$ cat src/rtl/ifu_pkg.sv
`default_nettype none
// +--------------------------------------------------------------------+
// | Module  : ifu_pkg                                                   |
// | Brief   : Shared IFU widths, NOP encoding and instruction buffer    |
// |           entry type.                                               |
// | Revision: 1.0                                                       |
// +--------------------------------------------------------------------+
package ifu_pkg;
  localparam int INST_DATA_WIDTH = 32;
  localparam int INST_ADDR_WIDTH = 32;
  localparam int CU_BUS_WIDTH    = 4;

  // addi x0, x0, 0
  localparam logic [INST_DATA_WIDTH-1:0] INST_NOP = 32'h0000_0013;

  typedef struct packed {
    logic [INST_DATA_WIDTH-1:0] inst;
    logic [INST_ADDR_WIDTH-1:0] addr;
  } ibuf_entry_t;
endpackage
`default_nettype wire

$ cat src/rtl/ifu_inst_buffer_if.sv
`default_nettype none
// +--------------------------------------------------------------------+
// | Module  : ifu_inst_buffer_if                                        |
// | Brief   : Fetch-unit to instruction-buffer valid/ready word bus.    |
// | Revision: 1.0                                                       |
// +--------------------------------------------------------------------+
interface ifu_inst_buffer_if;
  import ifu_pkg::*;

  logic                       fetch_valid_i;
  logic                       fetch_ready_o;
  logic [INST_DATA_WIDTH-1:0] fetch_inst_i;
  logic [INST_ADDR_WIDTH-1:0] fetch_addr_i;

  modport master (
    output fetch_valid_i,
    output fetch_inst_i,
    output fetch_addr_i,
    input  fetch_ready_o
  );

  modport slave (
    input  fetch_valid_i,
    input  fetch_inst_i,
    input  fetch_addr_i,
    output fetch_ready_o
  );
endinterface
`default_nettype wire

$ cat src/rtl/ifu_ibuf_fifo.sv
`default_nettype none
// +--------------------------------------------------------------------+
// | Module  : ifu_ibuf_fifo                                             |
// | Brief   : Synchronous FIFO of instruction buffer entries with       |
// |           flush and explicit occupancy count.                       |
// | Revision: 1.0                                                       |
// +--------------------------------------------------------------------+
module ifu_ibuf_fifo
  import ifu_pkg::*;
#(
  parameter int DEPTH = 4
) (
  input  wire logic                     clk,
  input  wire logic                     rst,
  input  wire logic                     push,
  input  wire logic                     pop,
  input  wire logic                     flush,
  input  wire ibuf_entry_t              wr_data,
  output ibuf_entry_t                   rd_data,
  output logic [$clog2(DEPTH):0]        count,
  output logic                          full,
  output logic                          empty
);
  localparam int c_PTR_W = $clog2(DEPTH);
  localparam int c_CNT_W = c_PTR_W + 1;

  ibuf_entry_t          r_mem [DEPTH];
  logic [c_PTR_W-1:0]   r_wr_ptr;
  logic [c_PTR_W-1:0]   r_rd_ptr;
  logic [c_CNT_W-1:0]   r_count;
  logic                 w_push;
  logic                 w_pop;

  assign full    = (r_count == c_CNT_W'(DEPTH));
  assign empty   = (r_count == '0);
  assign w_push  = push && !full;
  assign w_pop   = pop && !empty;
  assign rd_data = r_mem[r_rd_ptr];
  assign count   = r_count;

  // Storage carries no reset; occupancy alone decides what is valid.
  always_ff @(posedge clk) begin
    if (w_push && !rst && !flush) begin
      r_mem[r_wr_ptr] <= wr_data;
    end
  end

  always_ff @(posedge clk) begin
    if (rst || flush) begin
      r_wr_ptr <= '0;
      r_rd_ptr <= '0;
      r_count  <= '0;
    end else begin
      if (w_push) begin
        r_wr_ptr <= r_wr_ptr + c_PTR_W'(1);
      end
      if (w_pop) begin
        r_rd_ptr <= r_rd_ptr + c_PTR_W'(1);
      end
      case ({w_push, w_pop})
        2'b10:   r_count <= r_count + c_CNT_W'(1);
        2'b01:   r_count <= r_count - c_CNT_W'(1);
        default: r_count <= r_count;
      endcase
    end
  end
endmodule
`default_nettype wire

$ cat src/rtl/ifu_inst_buffer.sv
`default_nettype none
// +--------------------------------------------------------------------+
// | Module  : ifu_inst_buffer                                           |
// | Brief   : Fetch-to-decode instruction buffer with registered IF/ID  |
// |           output, stall hold and redirect flush. Define             |
// |           IBUF_BYPASS_EN for the 1-cycle empty-FIFO bypass.         |
// | Revision: 1.0                                                       |
// +--------------------------------------------------------------------+
module ifu_inst_buffer
  import ifu_pkg::*;
#(
  parameter int DEPTH = 4
) (
  input  wire logic                       clk,
  input  wire logic                       rst,
  ifu_inst_buffer_if.slave                fetch,
  input  wire logic                       flush_i,
  input  wire logic [CU_BUS_WIDTH-1:0]    stall_flag_i,
  output logic [INST_DATA_WIDTH-1:0]      inst_o,
  output logic [INST_ADDR_WIDTH-1:0]      inst_addr_o,
  output logic                            inst_valid_o,
  output logic [$clog2(DEPTH):0]          count_o
);
  logic                       w_hold;
  logic                       w_push_req;
  logic                       w_bypass;
  logic                       w_fifo_push;
  logic                       w_fifo_pop;
  logic                       w_full;
  logic                       w_empty;
  ibuf_entry_t                w_fetch_entry;
  ibuf_entry_t                w_head;
  logic [INST_DATA_WIDTH-1:0] r_inst;
  logic [INST_ADDR_WIDTH-1:0] r_inst_addr;
  logic                       r_inst_valid;

  assign w_hold              = |stall_flag_i;
  assign fetch.fetch_ready_o = !rst && !w_full;
  assign w_push_req          = fetch.fetch_valid_i && fetch.fetch_ready_o && !flush_i;
  assign w_fetch_entry       = '{inst: fetch.fetch_inst_i, addr: fetch.fetch_addr_i};

`ifdef IBUF_BYPASS_EN
  assign w_bypass = w_empty && w_push_req && !w_hold;
`else
  assign w_bypass = 1'b0;
`endif

  // A bypassed word goes straight to the output register and never occupies a slot.
  assign w_fifo_push = w_push_req && !w_bypass;
  assign w_fifo_pop  = !w_hold && !w_empty && !flush_i;

  ifu_ibuf_fifo #(
    .DEPTH   (DEPTH)
  ) u_fifo (
    .clk     (clk),
    .rst     (rst),
    .push    (w_fifo_push),
    .pop     (w_fifo_pop),
    .flush   (flush_i),
    .wr_data (w_fetch_entry),
    .rd_data (w_head),
    .count   (count_o),
    .full    (w_full),
    .empty   (w_empty)
  );

  // Flush outranks hold; a bubble keeps the last PC so decode sees a stable address.
  always_ff @(posedge clk) begin
    if (rst) begin
      r_inst       <= INST_NOP;
      r_inst_addr  <= '0;
      r_inst_valid <= 1'b0;
    end else if (flush_i) begin
      r_inst       <= INST_NOP;
      r_inst_valid <= 1'b0;
    end else if (!w_hold) begin
      if (!w_empty) begin
        r_inst       <= w_head.inst;
        r_inst_addr  <= w_head.addr;
        r_inst_valid <= 1'b1;
      end else if (w_bypass) begin
        r_inst       <= w_fetch_entry.inst;
        r_inst_addr  <= w_fetch_entry.addr;
        r_inst_valid <= 1'b1;
      end else begin
        r_inst       <= INST_NOP;
        r_inst_valid <= 1'b0;
      end
    end
  end

  assign inst_o       = r_inst;
  assign inst_addr_o  = r_inst_addr;
  assign inst_valid_o = r_inst_valid;
endmodule
`default_nettype wire

$ cat src/flat_wrapper.sv
// flat-port wrapper written by rule: the top's interface ports become plain ports
module ifu_inst_buffer_flat import ifu_pkg::*;
#(
  parameter int DEPTH = 4
)
  (clk, rst, flush_i, stall_flag_i, inst_o, inst_addr_o, inst_valid_o, count_o, fetch_fetch_valid_i, fetch_fetch_inst_i, fetch_fetch_addr_i, fetch_fetch_ready_o);
  ifu_inst_buffer_if fetch_i ();
  input  wire logic clk;
  input  wire logic rst;
  input  wire logic flush_i;
  input  wire logic [CU_BUS_WIDTH-1:0] stall_flag_i;
  output logic [INST_DATA_WIDTH-1:0] inst_o;
  output logic [INST_ADDR_WIDTH-1:0] inst_addr_o;
  output logic inst_valid_o;
  output logic [$clog2(DEPTH):0] count_o;
  input wire logic [$bits(fetch_i.fetch_valid_i)-1:0] fetch_fetch_valid_i;
  input wire logic [$bits(fetch_i.fetch_inst_i)-1:0] fetch_fetch_inst_i;
  input wire logic [$bits(fetch_i.fetch_addr_i)-1:0] fetch_fetch_addr_i;
  output wire logic [$bits(fetch_i.fetch_ready_o)-1:0] fetch_fetch_ready_o;
  assign fetch_i.fetch_valid_i = fetch_fetch_valid_i;
  assign fetch_i.fetch_inst_i = fetch_fetch_inst_i;
  assign fetch_i.fetch_addr_i = fetch_fetch_addr_i;
  assign fetch_fetch_ready_o = fetch_i.fetch_ready_o;
  ifu_inst_buffer #(.DEPTH(DEPTH)) u_core (.clk(clk), .rst(rst), .fetch(fetch_i), .flush_i(flush_i), .stall_flag_i(stall_flag_i), .inst_o(inst_o), .inst_addr_o(inst_addr_o), .inst_valid_o(inst_valid_o), .count_o(count_o));
endmodule
$ cat config.mk
export PLATFORM = sky130hd
export DESIGN_NAME = ifu_inst_buffer_flat
export DESIGN_NICKNAME = d
export VERILOG_FILES = /design/src/rtl/ifu_pkg.sv /design/src/rtl/ifu_inst_buffer_if.sv /design/src/rtl/ifu_ibuf_fifo.sv /design/src/rtl/ifu_inst_buffer.sv /design/src/flat_wrapper.sv
export SDC_FILE = /design/constraint.sdc
export NUM_CORES = 1
export LEC_CHECK = 0
export ABC_AREA = 0
export BUFFER_PORTS_ARGS = -buffer_cell sky130_fd_sc_hd__buf_4
export CAP_MARGIN = 10
export CORE_UTILIZATION = 60
export CTS_CLUSTER_DIAMETER = 80
export CTS_CLUSTER_SIZE = 8
export DETAILED_ROUTE_END_ITERATION = 16
export PLACE_DENSITY = 0.79
export SKIP_LAST_GASP = 1
export SLEW_MARGIN = 15
export SYNTH_ARGS = -nofsm -noshare
export SYNTH_HDL_FRONTEND = slang
export SYNTH_SLANG_ARGS = --single-unit
$ cat constraint.sdc
create_clock -name clk -period 4.75 [get_ports clk]
set_clock_uncertainty 0.15 [all_clocks]
set_input_delay 0 -clock clk [delete_from_list [all_inputs] [get_ports clk]]
set_output_delay 0 -clock clk [all_outputs]
set_load 0.02 [all_outputs]
# Yosys cells after proc, flatten, opt, wreduce, memory -nomap -nowiden
# Memories as Yosys holds them, arrays and structs flattened. A register that Yosys moved wholly into a read port is not among the register bits.
# Index checks and enable logic that the tools add are counted.
# word_totals
register_bits	72
mem_bits_rw	256
inputBits	72
out_inout_bits	69
elab_cells	44
memories	1
# mem_list
memory	words	word_bits	rd	rd_ports_with_merged_regs	write_ports	line	text
u_core.u_fifo.r_mem	4	64	1	1	1	ifu_ibuf_fifo.sv:27	ibuf_entry_t r_mem [DEPTH];
# op_classes
add_sub_neg	4
eq_ne	3
mux	7
bitwise	3
n_reduce_logical	20
# op_table
op	count
$mux W32	1
$logic_and A1 B1 Y1	9
$pmux W3 S2	1
$logic_not A1 Y1	5
$add A2 B1 Y2 const B	2
$mux W2	2
$reduce_or A4 Y1	1
$add A3 B1 Y3 const B	1
$eq A3 B3 Y1 const B	1
$logic_not A3 Y1	1
$mux W1	3
$not A1 Y1	3
$reduce_and A3 Y1	1
$sub A3 B1 Y3 const B	1
$eq A2 B1 Y1 const B	1
$eq A2 B2 Y1 const B	1
$reduce_bool A2 Y1	1
$reduce_or A2 Y1	1
$logic_or A1 B1 Y1	1

# Logic depth before layout (Yosys ltp)
# depth
ltp_word	10
ltp_mapped	10
depth_no_buf	9

# By module
# From an unflattened synthesis, not the netlist that was laid out.
# hier_totals
hier_cells	679
area_unflattened_um2	12426.9
# by_module_without_submodules
mod	n_inst	cells_each	area_per_inst_um2
ifu_ibuf_fifo	1	389	9709.3
ifu_inst_buffer	1	290	2717.6

# Least setup slack after synthesis
# Ideal clock, no wire load.
# synth_timing
path_kind	register to register
from	reg u_core.u_fifo.r_count[0] (netlist: u_core.u_fifo.count[0])
to	mem u_core.u_fifo.r_mem[0][0] (netlist name) (enable)
arrival_ns	2.483
required_time_ns	4.171
setup_slack_ns	1.688
stages_incl_launch_ff	4
n_path_buf	0
period_less_slack_ns	3.062
cell_sequence	dfxtp_1 > nor3b_1 > nor3_1 > and2_1
# synth_via
elab_chain_len	10
# synth_rtl
element	line	text
from (decl)	ifu_ibuf_fifo.sv:30	logic [c_CNT_W-1:0] r_count;
from (signal assigned)	ifu_ibuf_fifo.sv:61	2'b10: r_count <= r_count + c_CNT_W'(1);
from (signal assigned)	ifu_ibuf_fifo.sv:62	2'b01: r_count <= r_count - c_CNT_W'(1);
from (signal assigned)	ifu_ibuf_fifo.sv:63	default: r_count <= r_count;
$eq A3 B3 Y1 (*)	ifu_ibuf_fifo.sv:34	assign full = (r_count == c_CNT_W'(DEPTH));
$logic_not A1 Y1 (*)	ifu_ibuf_fifo.sv:36, ifu_inst_buffer.sv:38	
$logic_and A1 B1 Y1	ifu_inst_buffer.sv:38	assign fetch.fetch_ready_o = !rst && !w_full;
$logic_and A1 B1 Y1 (2 in series)	ifu_inst_buffer.sv:39	assign w_push_req = fetch.fetch_valid_i && fetch.fetch_ready_o && !flush_i;
$logic_and A1 B1 Y1 (*)	ifu_ibuf_fifo.sv:36	assign w_push = push && !full;
$logic_and A1 B1 Y1 (*) (2 in series)	ifu_ibuf_fifo.sv:43	if (w_push && !rst && !flush) begin
$mux W1 (*)	ifu_ibuf_fifo.sv:43	
$mux W1 (implied by the code) (*)	ifu_ibuf_fifo.sv:44	r_mem[r_wr_ptr] <= wr_data;
to (decl)	ifu_ibuf_fifo.sv:27	
# Mark *: on every way between the ends. The rest lies on a longest branch, timed or not.

# Worst setup path after layout
# layout_timing
from	in stall_flag_i[3]
to	reg u_core.u_fifo.r_count[2] (netlist: u_core.u_fifo.count[2])
# layout_via
elab_chain_len	7
# layout_rtl
element	line	text
from (decl)	flat_wrapper.sv:11	input wire logic [CU_BUS_WIDTH-1:0] stall_flag_i;
$reduce_or A4 Y1 (*)	ifu_inst_buffer.sv:37	assign w_hold = |stall_flag_i;
$logic_not A1 Y1 (*)	ifu_inst_buffer.sv:50	assign w_fifo_pop = !w_hold && !w_empty && !flush_i;
$logic_and A1 B1 Y1 (*) (2 in series)	ifu_inst_buffer.sv:50	
$logic_and A1 B1 Y1 (*)	ifu_ibuf_fifo.sv:37	assign w_pop = pop && !empty;
net u_core.u_fifo.w_pop	ifu_ibuf_fifo.sv:32	logic w_pop;
$eq A2 B1 Y1 or $eq A2 B2 Y1 (tied branches)	ifu_ibuf_fifo.sv:60	case ({w_push, w_pop})
$pmux W3 S2 or $reduce_bool A2 Y1 (tied branches)	--	
# Mark *: on every way through the listed nets, which the timed path passes. The rest lies on a longest branch.
# A chain may end at the register's enable or synchronous reset.

==> run metrics <==
outcome finished, final reports clean; share of synthesized registers carrying an async set or reset 0%; largest area contributor in the netlist edfxtp_1; detailed placer's ending HPWL 12.1 mm; critical path type in -> reg; Pre-Repair DR Iteration Count 5; Slew Limit Fails 0; Post-Syn Area 11700 µm²; wire per inst 21.5 µm; vias in the first global route 6605; RSZ-0062 raised after global routing no; I/O pin cnt 141; ranking of synthesized cells by area edfxtp_1 (66%), dfxtp_1 (13%), mux4_2 (12%); maxcap violations 0; Worst-Margin Slew 1.12 ns; Port Buffer Count 140; final setup vio count 0; synth warn 0; Post-Syn Area per Cell 21.5 µm²; Antenna Nets Post-Route 0; area delta synth->final 29.1%; pin count of the biggest net entering global routing 65; nets 864; first-pass GRT wire length 36.1 mm; share of cells above drive strength 1 33.0%; syn nets 623; WL final 23.3 mm; area fraction of the dominant cell type after synthesis 65.6%; Hold Path Class in -> reg; # fillers 973; Clock Latency Late Sink 0.52 ns; GRT overflow 0; #FFs+latches synth 330; multi-input logic area 2370 µm²; Post-route DRC 0; gpl congestion 0.751; PostCTS Resize Cnt 0; Post-Route Setup TNS 0 ns; Num CTS Buffers 47; vias 6223; crit path launch type input port; Cell variety after synth 31; sequential share of the synthesized area 78.3%; # H-tree levels 2; Reg clk slew, reported paths 0.05 ns; initial core utilization 62.0%; min cycle time layout 3.04 ns; Critical Path AT 3.33 ns; Worst EP required 5.04 ns; Synth Instances 545; initial antenna violation count 1; core area 18900 µm²; Root Driver clkbuf_16; die area 20100 µm²; FF/Latch Area 9180 µm²; CTS tree done; PwrDens 420 nW/µm²; number of flops mapped to enable cells by yosys 256; Iter 0 DRT Violations 357; # rows 50; total power 6.35 mW; most common cell in the netlist edfxtp_1; gr usage total 24.3%; Worst VDD drop 352 µV; CTS max path bufs 3; vias per cell 5.74; ys flop type edfxtp_1; Post-CTS Setup Bufs 0; fmax 329 MHz; die width 142 µm; synth cell count leaders edfxtp_1 (256), dfxtp_1 (74), mux4_2 (64); clk sinks 330; critical path endpoint category flip-flop; Hold Fails Final Rpt 0; Worst slew margin 25.5%; Leakage Power 5.27 nW; final clock period utilization by the worst path 64.0%; critical-path maximum fanout 3; Die H 142 µm; final hold slack 0.0731 ns
==> flip-flops by register name, summed over array words and instances, names as in the netlist, named ones only <==
name	flops
u_core.inst_o	32
u_core.inst_valid_o	1
u_core.u_fifo.r_rd_ptr	2
u_core.inst_addr_o	32
u_core.u_fifo.count	3
u_core.u_fifo.r_wr_ptr	2
u_core.u_fifo.r_mem	256
==> layout make-up <==
type                       count  area share [%]
inverter                       9           0.223
timing repair buffer         220            12.2
multi-input combinational    178            15.7
sequential                   330            60.7
antenna                        1          0.0165
clock buffer                  86            9.02
tap                          260            2.15
clock inverter                 1          0.0579
==> worst paths after layout <==
kind,startpoint,end,slack [ns],depth (start not counted)
worst min-delay path,fetch_fetch_inst_i[11],u_core.u_fifo.r_mem[3][43],0.07,2
worst min register to register,u_core.inst_o[1],u_core.inst_o[1],0.32,1
worst max register to register,u_core.u_fifo.count[2],u_core.u_fifo.count[2],1.95,9
worst max-delay path,stall_flag_i[3],u_core.u_fifo.count[2],1.71,12
==> layer usage <==
metal  vias up  GRT usage (%)  part of all wire [%]
li1       2748              -                     -
met1      3150           31.6                    40
met2       268           40.6                    50
met3        57           5.06                   6.7
met4         0           9.51                   2.9
met5         -              0                     0
==> through the flow <==
stage	cells	instance area (µm²)	setup slack [ns]	utilization [%]
finish	1085	15100	1.71	80.1
global route	1085	15100	1.56	80.1
CTS	1084	15100	1.74	80.0
detailed placement	922	13000	2.00	68.8
global placement	922	13000	2.29	68.8
floorplan	545	11700	1.69	-
==> power breakdown <==
part           leakage [nW]  internal [mW]  switching (mW)
Combinational          1.71         0.0977          0.0831
Sequential             2.91           3.14         0.00683
Clock                 0.652           1.91            1.12
Total                  5.27           5.15            1.21
==> placed cells by master, fill, tap and decap left out, types with 2 or more instances in the layout <==
master,netlist,final
o21ai_0,4,4
or3_1,3,3
inv_1,9,9
o22a_1,3,3
nor3_1,2,2
dfxtp_1,74,72
nand3_1,2,2
nor2_1,7,6
ha_1,5,5
xor2_1,2,2
a21oi_1,8,8
and2_4,0,4
buf_4,0,145
clkbuf_1,13,37
dlygate4sd3_1,0,75
nand2_1,3,3
clkbuf_16,0,49
edfxtp_1,256,256
a22o_1,60,60
dfxtp_4,0,2
mux4_2,64,64
==> kinds of logic (layout without fill, tap and decap cells) <==
family	after synthesis	after routing	share of synthesized area [%]
flip-flops	330	330	78.3
AO/OA/AOI/OAI	78	78	5.43
multiplexers	64	64	12.3
buffers and inverters	37	316	1.71
AND/OR/NAND/NOR	28	28	1.45
adder cells (fa/ha/maj)	6	6	0.705
XOR/XNOR	2	2	0.150
other	0	1	0
==> critical path, cell delays in order <==
cell	delay [ns]
dlygate4sd3_1	0.54
buf_4	0.14
nor4_2	0.52
dlygate4sd3_1	0.69
nand2_1	0.09
nor2_1	0.10
ha_1	0.18
inv_1	0.06
fa_1	0.37
xor2_1	0.16
or3_1	0.31
a21oi_1	0.17
==> timing repair <==
item	in CTS	in global routing
setup endpoints to repair	0	0
hold endpoints to repair	312	0
hold buffers	75	0
Note: power is estimated with default switching activity, not from simulation.
